--- config.mk ---
export PLATFORM = sky130hd
export DESIGN_NAME = seq_detect_ctrl
export DESIGN_NICKNAME = d
export VERILOG_FILES = /design/src/rtl/seq_ctrl_pkg.sv /design/src/rtl/seq_match_core.sv /design/src/rtl/seq_detect_ctrl.sv
export SDC_FILE = /design/constraint.sdc
export NUM_CORES = 1
export LEC_CHECK = 0
export CORE_UTILIZATION = 40
export DETAILED_ROUTE_END_ITERATION = 12
export HOLD_SLACK_MARGIN = 0.02
export PLACE_DENSITY = 0.67
export SLEW_MARGIN = 20
export SYNTH_ARGS = -nofsm -noshare
export SYNTH_HDL_FRONTEND = slang
export SYNTH_HIERARCHICAL = 1
export SYNTH_SLANG_ARGS = --single-unit
--- constraint.sdc ---
create_clock -name clk -period 3.05 [get_ports clk]
set_input_delay 0.61 -clock clk [delete_from_list [all_inputs] [get_ports clk]]
set_output_delay 0.61 -clock clk [all_outputs]
set_load 0.02 [all_outputs]
--- src/rtl/seq_ctrl_pkg.sv ---
// Shared types, default widths and config validation for the sequence-detect run controller.
package seq_ctrl_pkg;

    typedef enum logic [1:0] {
        IDLE = 2'd0,
        RUN  = 2'd1,
        DONE = 2'd2
    } state_t;

    localparam int unsigned DEF_MAXW    = 8;
    localparam int unsigned DEF_LENW    = 4;
    localparam int unsigned DEF_CNTW    = 8;
    localparam int unsigned DEF_WINW    = 16;
    localparam int unsigned DEF_TIMEOUT = 64;

    function automatic logic cfg_valid(input int unsigned len, input int unsigned window,
                                       input int unsigned maxw);
        return (len != 0) && (len <= maxw) && (window != 0);
    endfunction

endpackage

--- src/rtl/seq_match_core.sv ---
// History shift register with fill tracking and a length-masked pattern compare.
module seq_match_core
    import seq_ctrl_pkg::*;
#(
    parameter int unsigned MAXW = DEF_MAXW,
    parameter int unsigned LENW = DEF_LENW
) (
    input  logic            clk,
    input  logic            rst,
    input  logic            shift,
    input  logic            clr,
    input  logic            bit_in,
    input  logic [LENW-1:0] len,
    input  logic [MAXW-1:0] pattern,
    input  logic            overlap,
    output logic            match
);

    logic [MAXW-1:0] hist_q;
    logic [MAXW-1:0] hist_nxt;
    logic [LENW-1:0] fill_q;
    logic [LENW-1:0] fill_nxt;
    logic            eq;

    // Compare against the post-shift history so the completing bit counts in its own cycle.
    always_comb begin
        hist_nxt = {hist_q[MAXW-2:0], bit_in};
        fill_nxt = (fill_q == LENW'(MAXW)) ? fill_q : fill_q + 1'b1;
        eq       = 1'b1;
        for (int unsigned i = 0; i < MAXW; i++) begin
            if ((LENW'(i) < len) && (hist_nxt[i] != pattern[i])) begin
                eq = 1'b0;
            end
        end
        match = shift && (fill_nxt >= len) && eq;
    end

    always_ff @(posedge clk or negedge rst) begin
        if (!rst) begin
            hist_q <= '0;
            fill_q <= '0;
        end else if (clr) begin
            hist_q <= '0;
            fill_q <= '0;
        end else if (shift) begin
            hist_q <= hist_nxt;
            fill_q <= (match && !overlap) ? '0 : fill_nxt;
        end
    end

endmodule

--- src/rtl/seq_detect_ctrl.sv ---
// Start/done sequenced configurable serial pattern detector with match count and first-match index.
// Optional idle timeout enabled by defining SEQ_CTRL_TIMEOUT_EN.
module seq_detect_ctrl
    import seq_ctrl_pkg::*;
#(
    parameter int unsigned MAXW    = DEF_MAXW,
    parameter int unsigned LENW    = DEF_LENW,
    parameter int unsigned CNTW    = DEF_CNTW,
    parameter int unsigned WINW    = DEF_WINW,
    parameter int unsigned TIMEOUT = DEF_TIMEOUT
) (
    input  logic            clk,
    input  logic            rst,
    input  logic            start,
    input  logic [MAXW-1:0] cfg_pattern,
    input  logic [LENW-1:0] cfg_len,
    input  logic            cfg_overlap,
    input  logic [WINW-1:0] cfg_window,
    input  logic            bit_valid,
    input  logic            bit_in,
    output logic            busy,
    output logic            detected,
    output logic [CNTW-1:0] match_count,
    output logic [WINW-1:0] first_idx,
    output logic            first_vld,
    output logic            done,
    output logic            timeout
);

    state_t          state, state_nxt;
    logic [MAXW-1:0] pat_q;
    logic [LENW-1:0] len_q;
    logic            ov_q;
    logic [WINW-1:0] win_q;
    logic [WINW-1:0] idx_q;
    logic            cfg_ok;
    logic            accept;
    logic            shift;
    logic            last;
    logic            match;
    logic            expire;

    assign cfg_ok = cfg_valid(32'(cfg_len), 32'(cfg_window), MAXW);
    assign accept = (state == IDLE) && start;
    assign shift  = (state == RUN) && bit_valid;
    assign last   = shift && (idx_q == win_q - 1'b1);

    seq_match_core #(
        .MAXW (MAXW),
        .LENW (LENW)
    ) u_core (
        .clk     (clk),
        .rst     (rst),
        .shift   (shift),
        .clr     (accept),
        .bit_in  (bit_in),
        .len     (len_q),
        .pattern (pat_q),
        .overlap (ov_q),
        .match   (match)
    );

    always_ff @(posedge clk or negedge rst) begin
        if (!rst) state <= IDLE;
        else      state <= state_nxt;
    end

    always_comb begin
        state_nxt = state;
        case (state)
            IDLE:    if (start) state_nxt = cfg_ok ? RUN : DONE;
            RUN:     if (last || expire) state_nxt = DONE;
            DONE:    state_nxt = IDLE;
            default: state_nxt = IDLE;
        endcase
    end

    always_comb begin
        busy = (state != IDLE);
        done = (state == DONE);
    end

    always_ff @(posedge clk or negedge rst) begin
        if (!rst) begin
            pat_q       <= '0;
            len_q       <= '0;
            ov_q        <= 1'b0;
            win_q       <= '0;
            idx_q       <= '0;
            detected    <= 1'b0;
            match_count <= '0;
            first_idx   <= '0;
            first_vld   <= 1'b0;
        end else begin
            detected <= shift && match;
            if (accept) begin
                pat_q       <= cfg_pattern;
                len_q       <= cfg_len;
                ov_q        <= cfg_overlap;
                win_q       <= cfg_window;
                idx_q       <= '0;
                match_count <= '0;
                first_idx   <= '0;
                first_vld   <= 1'b0;
            end else if (shift) begin
                idx_q <= idx_q + 1'b1;
                if (match) begin
                    if (match_count != '1) match_count <= match_count + 1'b1;
                    if (!first_vld) begin
                        first_idx <= idx_q;
                        first_vld <= 1'b1;
                    end
                end
            end
        end
    end

`ifdef SEQ_CTRL_TIMEOUT_EN
    localparam int unsigned IDLEW = $clog2(TIMEOUT + 1);
    logic [IDLEW-1:0] idle_q;
    logic             timeout_q;

    assign expire  = (state == RUN) && !bit_valid && (idle_q == IDLEW'(TIMEOUT - 1));
    assign timeout = timeout_q;

    always_ff @(posedge clk or negedge rst) begin
        if (!rst) begin
            idle_q    <= '0;
            timeout_q <= 1'b0;
        end else if (accept) begin
            idle_q    <= '0;
            timeout_q <= 1'b0;
        end else if (state == RUN) begin
            if (bit_valid)   idle_q    <= '0;
            else if (expire) timeout_q <= 1'b1;
            else             idle_q    <= idle_q + 1'b1;
        end
    end
`else
    logic unused_timeout;
    assign unused_timeout = ^32'(TIMEOUT);
    assign expire         = 1'b0;
    assign timeout        = 1'b0;
`endif

endmodule

==> run metrics, run 1 <==
outcome=finished, final reports clean; post-synthesis average cell area=about 9 µm²; complex-gate fraction of the synthesized area=under 10%; Net count, final=approximately 600; clk buf depth=2; max cap viols=0; register bit count reported by yosys=84; Worst-Skew Late Latency=around 360 ps; share of layout cells above drive strength 1=under 10%; CTS H-tree lvls=3; n_diodes=0; Final period util=~93%; cells on worst reg2reg path=15; Total Routed Length=9.91 mm; Cell Area, Placed=5270 µm²; Detail Route Antenna Nets=0; die area=around 12,000 µm²; first-pass GRT wire length=16.4 mm; Primary FF master, synth=dfrtp_1; initial DRC count=around 180; Remaining DRCs=0; Arr. time, crit path=between 3000 and 4000 ps; Worst setup EP type=flip-flop; clock-pin slew on the worst setup and hold paths=roughly 80 ps; Rows=38; GPL Wtd Cong=0.846; hold crit path type=primary input to asynchronous set/reset pin; io pins=63; Cell Count, Final, Fillers Out=703; Worst Path Required=between 3000 and 4000 ps; Final Slew Violations=0; crit path time final=between 2000 and 3000 ps; Core Util, Final=between 50 and 60%; design area=about 5500 µm²; DR pass1 iterations=5; WL/cell=around 14 µm; Synth async-reset ratio=100%; synth unique cells=57; R2R setup slack=~210 ps; Post-Synthesis Cells=between 400 and 500; CTS tree=done; Power Total=just over 4 mW; EDFF count, synth=0; Vias/cell=around 5; commonest cells after routing, fill and taps aside=nand2_1 (124), dfrtp_1 (84), clkdlybuf4s50_1 (60); DP HPWL=6.98 mm; # setup viols final=0; port buffer count=61; Die Ht=about 110 µm; Placed Instances=roughly 700; initial antenna violation count=0; sequential-to-total area share from yosys stat=a little under half; R2R Path End=match_count[5]$_DFFE_PN0P_; Sink Count=84; Syn Nets=about 540; Worst Tran Pin Value=504 ps; global route overflow=0; hold_buf cts=0; reg2reg start=u_core/fill_q[1]$_DFFE_PN0P_; f_max=between 0.3 and 0.4 GHz; Worst Path Max Fanout=4; Adder-Cell Fraction of Synth Area=under 10%; CP startpoint kind=flip-flop; die span in x=108 µm; Total GRT Usage=between 10% and 20%; TritonCTS buffer count=9; most common cell after layout, fill and taps aside=nand2_1; relative slew slack=roughly two thirds; clk_skew=8.64 ps; largest net degree at the start of global routing=between 80 and 90; Ys Warns=6; vias in the first global route=around 3,300; Initial Util=between 40% and 50%; Post-Synth Simple-Gate Area=between 20% and 30%; kind of critical path=flip-flop to flip-flop; multiplexer area fraction after synthesis=approximately 2.8%; Clk Tree Root Cell=clkbuf_8; Synth-to-Final Area Change=23.8%; Mapped Area=between 4000 and 5000 µm²; Final Hold Vio Count=0; Pwr Density=739 nW/µm²; Post-Synth XOR/XNOR Area=10.3%; Core ar.=around 11,000 µm²; DR vias=around 3,600; Leakage=approximately 2.5 nW; Worst VDD drop=0.346 mV; largest family of logic cells by synthesized area=simple AND/OR/NAND/NOR gates
## area by class of cell
type / instances / area, µm²
Timing Repair Buffer: 74 / 743
Clock buffer: 12 / 135
Sequential cell: 84 / 2100
Tap cell: 140 / 175
Inverter: 18 / 67.6
Fill cell: 1025 / 5310
Clock inverter: 4 / 73.8
Multi-Input combinational cell: 371 / 2230
## cell usage after synthesis (all sizes together) (3+ instances only)
master	n	area, µm²
and3	5	31.3
nor2	44	165
nand3	10	50.1
nor3	11	55.1
nand4	12	75.1
nand2	125	469
a21oi	8	40.0
or3	7	48.8
or2	3	18.8
ha	9	113
xor2	30	263
buf	3	18.8
inv	18	67.6
mux2i	10	100
o21ai	28	140
nor4	9	68.8
clkbuf	20	75.1
xnor2	20	175
dfrtp	84	2100
or4	3	27.5
## worst max path at each step
stage                     cells past startpoint                    endpoint                         start
final                                        15  match_count[5]$_DFFE_PN0P_  u_core/fill_q[1]$_DFFE_PN0P_
after floorplan                              15  match_count[5]$_DFFE_PN0P_  u_core/fill_q[0]$_DFFE_PN0P_
after global routing                         15  match_count[7]$_DFFE_PN0P_  u_core/fill_q[1]$_DFFE_PN0P_
after detailed placement                     15  match_count[5]$_DFFE_PN0P_  u_core/fill_q[1]$_DFFE_PN0P_
after CTS                                    15  match_count[5]$_DFFE_PN0P_  u_core/fill_q[1]$_DFFE_PN0P_
after global placement                       15  match_count[5]$_DFFE_PN0P_  u_core/fill_q[1]$_DFFE_PN0P_
## per-stage QoR
| step | hold slack (ps) | worst slack (ps) | setup TNS, ps |
|---|---|---|---|
| CTS | 284 | 65.8 | 0 |
| global route | 312 | -19.9 | -29.3 |
| global placement | 479 | 141 | 0 |
| floorplan | 314 | 42.5 | 0 |
| detailed placement | 489 | 2.75 | 0 |
| finish | 251 | 209 | 0 |
## repair_timing
item,4_1_cts,5_1_grt
pin swaps,1,4
setup buffers,1,3
resized for setup,0,7
setup endpoints to repair,1,24
## worst max-delay path, cell delays in order (launching register included)
cell,delay (ps)
dfrtp_1,420
inv_1,70
ha_1,160
nand2_2,90
nor2_4,140
xnor2_1,80
ha_1,270
o21ai_0,80
a221o_1,390
nor3_2,140
nand4b_1,180
a41oi_2,220
and3_4,210
nand4_1,110
xor2_1,150
nor2_1,50
## power breakdown
part           switching, mW  internal (mW)
Sequential             0.301           1.36
Clock                  0.394          0.463
Combinational          0.859          0.709
## layer usage
layer,track usage (%),share of wire [%]
met5,0,0
met4,8.90,2.1
met3,2.42,4.3
met2,28.1,45
met1,25.4,48
## sequential cells by signal (all words and copies together), names as in the netlist
name / count
match_count: 8
u_core/hist_q: 7
ov_q: 1
detected: 1
win_q: 16
u_core/fill_q: 4
pat_q: 8
first_vld: 1
len_q: 4
state: 2
first_idx: 16
idx_q: 16
## kinds of logic after synthesis
kind of cell / after synthesis
and+or+nand+nor: 242
DFF: 84
AOI/OAI and AO/OA: 56
xor gates and xnor gates: 51
buffers and inverters: 41
muxes: 12
adders and majority gates: 9
other: 1
No activity file was read; power rests on OpenSTA's default activity.
==> inputs of run 2 (changes only) <==
- CTS_BUF_LIST: unset -> sky130_fd_sc_hd__clkbuf_4 sky130_fd_sc_hd__clkbuf_8
- CTS_CLUSTER_SIZE: unset -> 40
==> run metrics, run 2 (synthesized netlist as in run 1, its figures left out) <==
DR vias=3,608 (was 3,599); Leakage=2.50 nW (was 2.49 nW); GPL Wtd Cong=0.846 (unchanged); CTS tree=done (unchanged); min setup slack post-route=199 ps (was 209 ps); Total Routed Length=9.91 mm (about the same); met2 Track Usage GR=28.1% (about the same); Final period util=93.5% (was 93.2%); Worst Path Max Fanout=4 (unchanged); first-pass GRT wire length=16.4 mm (about the same); initial DRC count=212 (was 181); top flop regs=first_idx x16, idx_q x16, win_q x16 (unchanged); Core ar.=10,800 µm² (unchanged); Core Util, Final=51.1% (was 51.0%); CP startpoint kind=flip-flop (unchanged); port buffer count=61 (unchanged); n_diodes=0 (unchanged); R2R Path End=match_count[5]$_DFFE_PN0P_ (unchanged); largest net degree at the start of global routing=85 (unchanged); CTS H-tree lvls=3 (unchanged); Fin Setup TNS=0 ps (unchanged); met1 usage in global routing=25.5% (was 25.4%); die span in x=108 µm (unchanged); M3 GR Usage=2.42% (unchanged); reg2reg start=u_core/fill_q[1]$_DFFE_PN0P_ (unchanged); TritonCTS buffer count=9 (unchanged); hold_buf cts=0 (unchanged); crit path time final=2850 ps (was 2840 ps); Die Ht=108 µm (unchanged); clk_skew=9.63 ps (was 8.64 ps); most common cell after layout, fill and taps aside=nand2_1 (unchanged); Worst Path Required=3290 ps (about the same); f_max=0.351 GHz (was 0.352 GHz); Initial Util=41.2% (unchanged); Worst Tran Pin Value=507 ps (was 504 ps); Synth-to-Final Area Change=24.1% (was 23.8%); die area=11,600 µm² (unchanged); clk buf depth=2 (unchanged); vias in the first global route=3,331 (was 3,337); Remaining DRCs=0 (unchanged); hold crit path type=primary input to asynchronous set/reset pin (unchanged); Power Total=4.12 mW (was 4.09 mW); WL/cell=14.1 µm (about the same); max cap viols=0 (unchanged); global route overflow=0 (unchanged); initial antenna violation count=0 (unchanged); relative slew slack=66.1% (was 66.3%); clock-pin slew on the worst setup and hold paths=80 ps (about the same); cells on worst reg2reg path=15 (unchanged); Worst VDD drop=0.345 mV (was 0.346 mV); DR pass1 iterations=5 (unchanged); share of layout cells above drive strength 1=9.24% (was 8.70%); outcome=finished, final reports clean (unchanged); Final Slew Violations=0 (unchanged); Final Hold Vio Count=0 (unchanged); Worst-Skew Late Latency=350 ps (was 360 ps); GR peak layer=met2 (unchanged); Pwr Density=743 nW/µm² (was 739 nW/µm²); # setup viols final=0 (unchanged); io pins=63 (unchanged); DP Worst Slack=2.75 ps (unchanged); worst setup path start=u_core/fill_q[1]$_DFFE_PN0P_ (unchanged); Sink Count=84 (unchanged); Total GRT Usage=18.2% (was 18.3%); Detail Route Antenna Nets=0 (unchanged); Rows=38 (unchanged); DP HPWL=6.98 mm (unchanged); Vias/cell=5.13 (was 5.12); Fillers=1,027 (was 1,025); R2R setup slack=200 ps (was 210 ps); Net count, final=601 (unchanged); kind of critical path=flip-flop to flip-flop (unchanged); Clk Tree Root Cell=clkbuf_8 (unchanged); Worst setup EP type=flip-flop (unchanged); Arr. time, crit path=3090 ps (was 3080 ps); commonest cells after routing, fill and taps aside=nand2_1 (124), dfrtp_1 (84), clkdlybuf4s50_1 (60) (unchanged)
-- run 2: cell count changes in the layout (fill, tap and decap cells not counted) --
cell	change
clkbuf_1	-3
clkbuf_4	+3
-- run 2: routing by layer --
metal,wire length (µm),vias up
li1,-,1789
met1,4720,1731
met2,4580,75
met3,451,13
met4,165,0
met5,0,-
-- run 2: final cells by class --
| cell class | instances | area, µm² | share of cell area (%) |
|---|---|---|---|
| multi-input cells | 371 | 2230 | 40.3 |
| flip-flops and latches | 84 | 2100 | 37.9 |
| repair buffers | 74 | 743 | 13.4 |
| well taps | 140 | 175 | 3.16 |
| inverters | 18 | 67.6 | 1.22 |
| clock inverters | 4 | 73.8 | 1.33 |
| clock buffers | 12 | 146 | 2.64 |
-- run 2: power by group --
group          switching [mW]  internal, mW
sequential              0.302          1.36
combinational           0.860         0.709
clock                   0.395         0.490
-- run 2: stage by stage --
step / hold slack [ps] / std cells / cell area, µm²
final: 254 / 703 / 5540
after global routing: 315 / 703 / 5540
after CTS: 289 / 700 / 5490
after detailed placement: 489 / 683 / 5270
after global placement: 479 / 683 / 5270
after floorplan: 314 / 496 / 4470
-- run 2: worst max path at each step --
stage | to | cells after the start
detailed placement | match_count[5]$_DFFE_PN0P_ | 15
global route | match_count[7]$_DFFE_PN0P_ | 15
floorplan | match_count[5]$_DFFE_PN0P_ | 15
global placement | match_count[5]$_DFFE_PN0P_ | 15
CTS | match_count[5]$_DFFE_PN0P_ | 15
finish | match_count[5]$_DFFE_PN0P_ | 15
-- run 2: critical path, cell delays in order, from the launching register on --
cell and delay, ps:
dfrtp_1 420, inv_1 70, ha_1 160, nand2_2 90
nor2_4 140, xnor2_1 80, ha_1 270, o21ai_0 80
a221o_1 390, nor3_2 140, nand4b_1 180, a41oi_2 220
and3_4 220, nand4_1 110, xor2_1 150, nor2_1 50
-- run 2: repair_timing --
| action | in CTS | in global routing |
|---|---|---|
| gates resized for setup | 0 | 7 |
| setup buffers | 1 | 3 |
| pin swaps | 1 | 4 |
| setup endpoints to repair | 2 | 24 |
